$ cat src/rtl/shift_module_pkg.sv
// rtl/shift_module_pkg.sv - shared widths and control encodings for shift_module
//
// Purpose : default operand/shift-amount widths and the named Type/Direction
//           encodings used by shift_module and its testbench.
// Ports   : none (package).
package shift_module_pkg;

    localparam int WIDTH   = 32;
    localparam int SHAMT_W = $clog2(WIDTH);

    localparam logic DIR_LEFT     = 1'b0;
    localparam logic DIR_RIGHT    = 1'b1;
    localparam logic TYPE_LOGICAL = 1'b0;
    localparam logic TYPE_ARITH   = 1'b1;

endpackage : shift_module_pkg

$ cat src/rtl/shift_module_barrel_shift_core.sv
// rtl/shift_module_barrel_shift_core.sv - combinational log2(WIDTH)-stage barrel shifter
//
// Purpose : shifts data by amount, left (zero fill) or right (fill-bit fill).
// Ports   : data   [WIDTH-1:0]   operand
//           amount [SHAMT_W-1:0] unsigned shift distance
//           right                1 = shift right, 0 = shift left
//           fill                 bit shifted into vacated MSBs on a right shift
//           result [WIDTH-1:0]   shifted operand
module barrel_shift_core #(
    parameter int WIDTH   = 32,
    parameter int SHAMT_W = 5
) (
    input  logic [WIDTH-1:0]   data,
    input  logic [SHAMT_W-1:0] amount,
    input  logic               right,
    input  logic               fill,
    output logic [WIDTH-1:0]   result
);

    // stage[k] is the operand after stages 0..k-1 have been applied.
    logic [WIDTH-1:0] stage [0:SHAMT_W];

    assign stage[0] = data;

    for (genvar k = 0; k < SHAMT_W; k++) begin : g_stage
        localparam int SH = 2 ** k;

        logic [WIDTH-1:0] fill_mask;
        logic [WIDTH-1:0] shifted;

        // Ones in the SH most-significant positions vacated by a right shift.
        assign fill_mask = ~({WIDTH{1'b1}} >> SH);
        assign shifted   = right ? ((stage[k] >> SH) | (fill ? fill_mask : '0))
                                 : (stage[k] << SH);
        assign stage[k+1] = amount[k] ? shifted : stage[k];
    end

    assign result = stage[SHAMT_W];

endmodule : barrel_shift_core

$ cat src/rtl/shift_module.sv
// rtl/shift_module.sv - registered logical/arithmetic left/right shifter, 1-cycle latency
//
// Purpose : captures a shift request when in_valid is high and presents the
//           result on Output with a one-cycle out_valid pulse the next cycle.
// Ports   : clk, rst_n (async, active low)
//           in_valid                request strobe, no backpressure
//           Input        [WIDTH-1:0]   operand
//           Shift_Amount [SHAMT_W-1:0] unsigned distance
//           Type                    0 = logical, 1 = arithmetic
//           Direction               0 = left, 1 = right
//           Output       [WIDTH-1:0]   registered result, holds when idle
//           out_valid               high one cycle per captured request
module shift_module #(
    parameter int WIDTH   = shift_module_pkg::WIDTH,
    parameter int SHAMT_W = shift_module_pkg::SHAMT_W
) (
    input  logic               clk,
    input  logic               rst_n,
    input  logic               in_valid,
    input  logic [WIDTH-1:0]   Input,
    input  logic [SHAMT_W-1:0] Shift_Amount,
    input  logic               Type,
    input  logic               Direction,
    output logic [WIDTH-1:0]   Output,
    output logic               out_valid
);

    import shift_module_pkg::*;

    logic             right;
    logic             fill;
    logic [WIDTH-1:0] shift_result;

    assign right = (Direction == DIR_RIGHT);
    // Sign extension only for an arithmetic right shift; left shifts always zero-fill.
    assign fill  = (Type == TYPE_ARITH) & right & Input[WIDTH-1];

    barrel_shift_core #(
        .WIDTH   (WIDTH),
        .SHAMT_W (SHAMT_W)
    ) u_core (
        .data   (Input),
        .amount (Shift_Amount),
        .right  (right),
        .fill   (fill),
        .result (shift_result)
    );

    always_ff @(posedge clk or negedge rst_n) begin
        if (!rst_n) begin
            Output    <= '0;
            out_valid <= 1'b0;
        end else begin
            out_valid <= in_valid;
            if (in_valid) begin
                Output <= shift_result;
            end
        end
    end

endmodule : shift_module

$ cat config.mk
export PLATFORM = sky130hd
export DESIGN_NAME = shift_module
export DESIGN_NICKNAME = d
export VERILOG_FILES = /design/src/rtl/shift_module_pkg.sv /design/src/rtl/shift_module_barrel_shift_core.sv /design/src/rtl/shift_module.sv
export SDC_FILE = /design/constraint.sdc
export NUM_CORES = 1
export LEC_CHECK = 0
export BUFFER_PORTS_ARGS = -buffer_cell sky130_fd_sc_hd__buf_2
export CAP_MARGIN = 5
export CELL_PAD_IN_SITES_DETAIL_PLACEMENT = 2
export CELL_PAD_IN_SITES_GLOBAL_PLACEMENT = 2
export CORE_MARGIN = 8
export CORE_UTILIZATION = 34
export CTS_CLUSTER_DIAMETER = 100
export DETAILED_ROUTE_END_ITERATION = 12
export GPL_TIMING_DRIVEN = 0
export PLACE_DENSITY = 0.84
export SETUP_SLACK_MARGIN = 0.02
export SKIP_LAST_GASP = 1
export SLEW_MARGIN = 0
export SYNTH_ARGS = -nofsm -noshare
export SYNTH_HDL_FRONTEND = slang
export SYNTH_SLANG_ARGS = --single-unit
$ cat constraint.sdc
create_clock -name clk -period 1.3 [get_ports clk]
set_input_delay 0.26 -clock clk [delete_from_list [all_inputs] [get_ports clk]]
set_output_delay 0.26 -clock clk [all_outputs]
set_load 0.02 [all_outputs]
==> results of run 1 <==
[cells in the mapped netlist, drive strengths merged, types with 4 or more instances]
cell type  instances
o21ai             44
a31oi              6
dfrtp             33
o211a              4
clkbuf            27
nor2             114
a21oi             50
buf               39
nand3             10
o221ai             5
nand2b            12
nand2             53
and2               5
nor2b              6
nor3              36
mux2               6
o22ai             27
mux4               4
inv                7
o31ai              9
nor4               9
o211ai             8
o311ai             6
o2111ai            5
o32ai              6
a211oi            43
mux2i             82
a221oi            11
a2111oi            5
[repair_timing]
item                       in CTS
gates resized for setup       261
setup endpoints to repair      32
cloned                          6
setup buffers                  32
pin swaps                      44
[kinds of logic after synthesis]
kind of cell           after synthesis  synth area share [%]
flip-flops                          33                  15.7
multiplexers                        92                  18.5
buffers and inverters               74                  8.16
AO/OA/AOI/OAI                      261                  35.7
AND/OR/NAND/NOR                    258                  21.9
[metrics by stage]
step / std cells / worst slack [ns] / TNS [ns] / hold slack [ns]
after global placement: 975 / -1.53 / -37.82 / 0.345
after floorplan: 718 / -0.519 / -13.62 / -0.0356
after detailed placement: 975 / -1.51 / -39.11 / 0.377
after CTS: 1018 / -0.550 / -15.80 / 0.0755
==> flow_metrics.tcl, run 1 <==
set metrics [dict create \
    status "did not finish" \
    lastStage "global routing" \
    tool.error "[ERROR DPL-0033] detailed placement checks failed during check placement." \
    crit_endpoint "Output[3]$_DFFE_PN0P_/D" \
    htreeDepth 2 \
    postCtsHoldBufs 0 \
    rows 45 \
    synth_cell_types 71 \
    synth_flop_cell "dfrtp_1" \
    fp.dieH_um 141 \
    detailed_place_hpwl_mm 27.5 \
    yosys_warnings 0 \
    syn_nets 760 \
    synth_top_area_share_pct 15.7 \
    fp.dieW_um 141 \
    synthTopCellsByArea "dfrtp_1 16%, mux2i_1 16%, nor2_1 8.0%, a21oi_1 4.6%, a211oi_1 4.1%" \
    syn_area_per_cell_um2 7.35 \
    start_util_pct 34.7 \
    synth-edff-count 0 \
    antenna_found_initial 3 \
    num_io_pins 75 \
    worstEpCategory "register input" \
    synth.yosys.seq_area_share_pct 15.7 \
    cts_buffers 5 \
    postSynthCellCount 718 \
    gp_congestion 1.02 \
    root_buffer "clkbuf_16" \
    clock_path_buffers 2 \
    synthArstFlopShare_pct 100 \
    synth.cell_area_um2 5280 \
    ys_ff_latch 33 \
    portBuffers 69 \
    synth_top_cell_by_area "dfrtp_1" \
    grt_start_max_net_pins 34 \
    clock-sinks 33 \
    placed_area_um2 6150 \
]
==> run 2: changes to the inputs <==
CELL_PAD_IN_SITES_DETAIL_PLACEMENT = unset   (was 2)
CELL_PAD_IN_SITES_GLOBAL_PLACEMENT = unset   (was 2)
CORE_UTILIZATION = 25   (was 34)
CTS_CLUSTER_DIAMETER = unset   (was 100)
PLACE_DENSITY = unset   (was 0.84)
PLACE_DENSITY_LB_ADDON = 0.15   (was unset)
SETUP_SLACK_MARGIN = unset   (was 0.02)
==> run 2 against run 1 <==
The flow now finishes, with violations (negative setup slack). Area after synthesis unchanged. Synthesized cell count unchanged.
==> flow_metrics.tcl, run 2 <==
set metrics [dict create \
    status "finished, violations left" \
    violations "negative setup slack" \
    synth_common_cells "113 x nor2_1, 82 x mux2i_1, 52 x nand2_1, 49 x a21oi_1, 41 x o21ai_0" \
    critPathLaunchType "input port" \
    synth_top_area_share_pct 15.7 \
    die_area_um2 26000 \
    drc 0 \
    critPathSlowestCell "a211oi_4" \
    seqCellArea_um2 826 \
    ys_ff_latch 33 \
    critPathMaxStageDelay_ns 0.41 \
    grt_pass1_wl_mm 48.7 \
    num-fill-cells 2117 \
    max_freq_mhz 520 \
    vias 7352 \
    grt_setup_unrepaired "true" \
    portBuffers 69 \
    coreArea_um2 20900 \
    relSlewSlack_pct 40.6 \
    wl_mm 34.0 \
    finalHoldViolations 0 \
    final_layout_size_suffix_gt1_share_pct 49.1 \
    top_regs "Output: 32 flops, out_valid: 1 flops" \
    setup_violations 32 \
    root_buffer "clkbuf_16" \
    synth_cell_types 71 \
    drt-initial-drc-count 937 \
    maxCapViolCount 0 \
    synth_flop_cell "dfrtp_1" \
    synth.cell_area_um2 5280 \
    syn_nets 760 \
    globalRouteMet1Util_pct 32.6 \
    end_kind "flip-flop" \
    vdd_drop_max_mv 0.393 \
    antenna_found_initial 0 \
    ant_nets 0 \
    setup_tns_ns -16.16 \
    tightest_slew_ns 0.891 \
    gp_congestion 1.00 \
    cts_buffers 5 \
    clock_path_buffers 2 \
    area_growth_pct 60.5 \
    yosys_warnings 0 \
    postSynthCellCount 718 \
    fin_worst_skew_ns 0 \
    syn_area_per_cell_um2 7.35 \
    grt_start_max_net_pins 34 \
    placed_area_um2 6260 \
    grt-busiest-layer "met2" \
    stdcell_area_um2 8470 \
    vias_per_cell 6.56 \
    crit_fanout 7 \
    fin_cells 1120 \
    clock-sinks 33 \
    synth_top_cell_by_area "dfrtp_1" \
    postLayoutCoreUtil_pct 40.5 \
    num_io_pins 75 \
    rows 53 \
    period_share_pct 148 \
    power_density_nw_per_um2 744 \
    synth.most_common_cell "nor2_1" \
    grt.met3_usage_pct 3.97 \
    largest_reg_flops 32 \
    first_pass_iters 6 \
    cp.required_ns 1.50 \
    path_clk_slew_ns 0.05 \
    cts_tree "done" \
    slew_viol_final 0 \
    final_common_cell "nor2_1" \
    synth.yosys.seq_area_share_pct 15.7 \
    final_cell_mix "86 x nor2_1, 71 x buf_2, 48 x nand2_1" \
    place_inst 1062 \
    fin_crit_ns 1.92 \
    grt_overflow 0 \
    hold-worst-slack_ns 0.0350 \
    power_leakage_nw 3.14 \
    pre_cts_slack_ns -1.34 \
    use_met2_pct 37.7 \
    worstHoldPathType "input port to asynchronous set/reset pin" \
    avgRoutedWirePerCell_um 30.3 \
    grt_pass1_vias 7288 \
    synth-edff-count 0 \
    synthTopCellsByArea "dfrtp_1 16%, mux2i_1 16%, nor2_1 8.0%, a21oi_1 4.6%, a211oi_1 4.1%" \
    diodes 0 \
    detailed_place_hpwl_mm 24.9 \
    clock_latency_ns 0.28 \
    crit_chain "buf_12 > buf_12 > buf_12 > mux2i_4 > a211oi_4 > buf_6 > nor3_1 > o31ai_2 > a221oi_2 > nor3_1" \
    multi_input_area_um2 5470 \
    path_common_cell "buf_12" \
    fin_ws_ns -0.623 \
    top_register "Output" \
    synthArstFlopShare_pct 100 \
    crit_type "input port to flip-flop" \
    grt_usage_pct 24.6 \
    start_util_pct 25.3 \
    worstPathArrival_ns 2.12 \
    fp.dieW_um 161 \
    fp.dieH_um 161 \
    htreeDepth 2 \
    nNetsFinal 887 \
    p_total_mw 6.30 \
]
[run 2: cell counts after synthesis]
Identical to the previous run, type by type.
[run 2: path summary, 6_finish.rpt]
kind | to | startpoint | cells past startpoint | slack, ns
worst max register to register | Output[22]$_DFFE_PN0P_ | Output[22]$_DFFE_PN0P_ | 4 | -0.05
min in group clk | out_valid$_DFF_PN0_ | in_valid | 1 | 0.24
worst max-delay path | Output[12]$_DFFE_PN0P_ | Direction | 10 | -0.62
worst min register to register | Output[18]$_DFFE_PN0P_ | Output[18]$_DFFE_PN0P_ | 2 | 0.49
worst min-delay path | out_valid$_DFF_PN0_ | rst_n | 1 | 0.03
max in group asynchronous | Output[14]$_DFFE_PN0P_ | rst_n | 1 | 0.80
[run 2: logic make-up (layout without fill, tap and decap cells)]
| logic type | count (synthesis) | after routing | share of synthesized area, % |
|---|---|---|---|
| mux | 92 | 92 | 18.5 |
| flops | 33 | 33 | 15.7 |
| buf+inv | 74 | 201 | 8.16 |
| compound gates | 261 | 261 | 35.7 |
| simple gates | 258 | 258 | 21.9 |
[run 2: layer usage]
layer,part of all wire (%),vias to the layer above
met4,6.5,0
met1,40,3598
met3,10,154
met2,43,573
met5,0,-
li1,-,3027
[run 2: critical path, delay by kind of cell]
family                 cells  cell delay (ns)
AOI/OAI and AO/OA          3             0.88
buffers and inverters      4             0.57
muxes                      1             0.19
and+or+nand+nor            2             0.20
[run 2: report_power, final]
group	internal (mW)	leakage, nW	total, mW	switching (mW)
clock network	0.751	0.0700	1.16	0.414
logic	1.49	2.67	3.88	2.38
registers	1.17	0.400	1.26	0.0827
total	3.42	3.14	6.30	2.88
[run 2: layout make-up]
class	instances	share of cell area, %
Clock buffer	7	1.68
Multi-Input combinational cell	611	64.6
Timing Repair Buffer	122	11.0
Sequential cell	33	9.75
Tap cell	275	4.06
Inverter	8	0.414
Buffer	64	8.53
[run 2: timing repair]
action | in CTS | in global routing
buffers inserted | 22 | 25
pin swaps | 33 | 50
hold buffers | 0 | 0
resized for setup | 196 | 142
endpoints found under the setup margin | 32 | 32
gates cloned | 2 | 5
(Power assumes the default switching activity.)
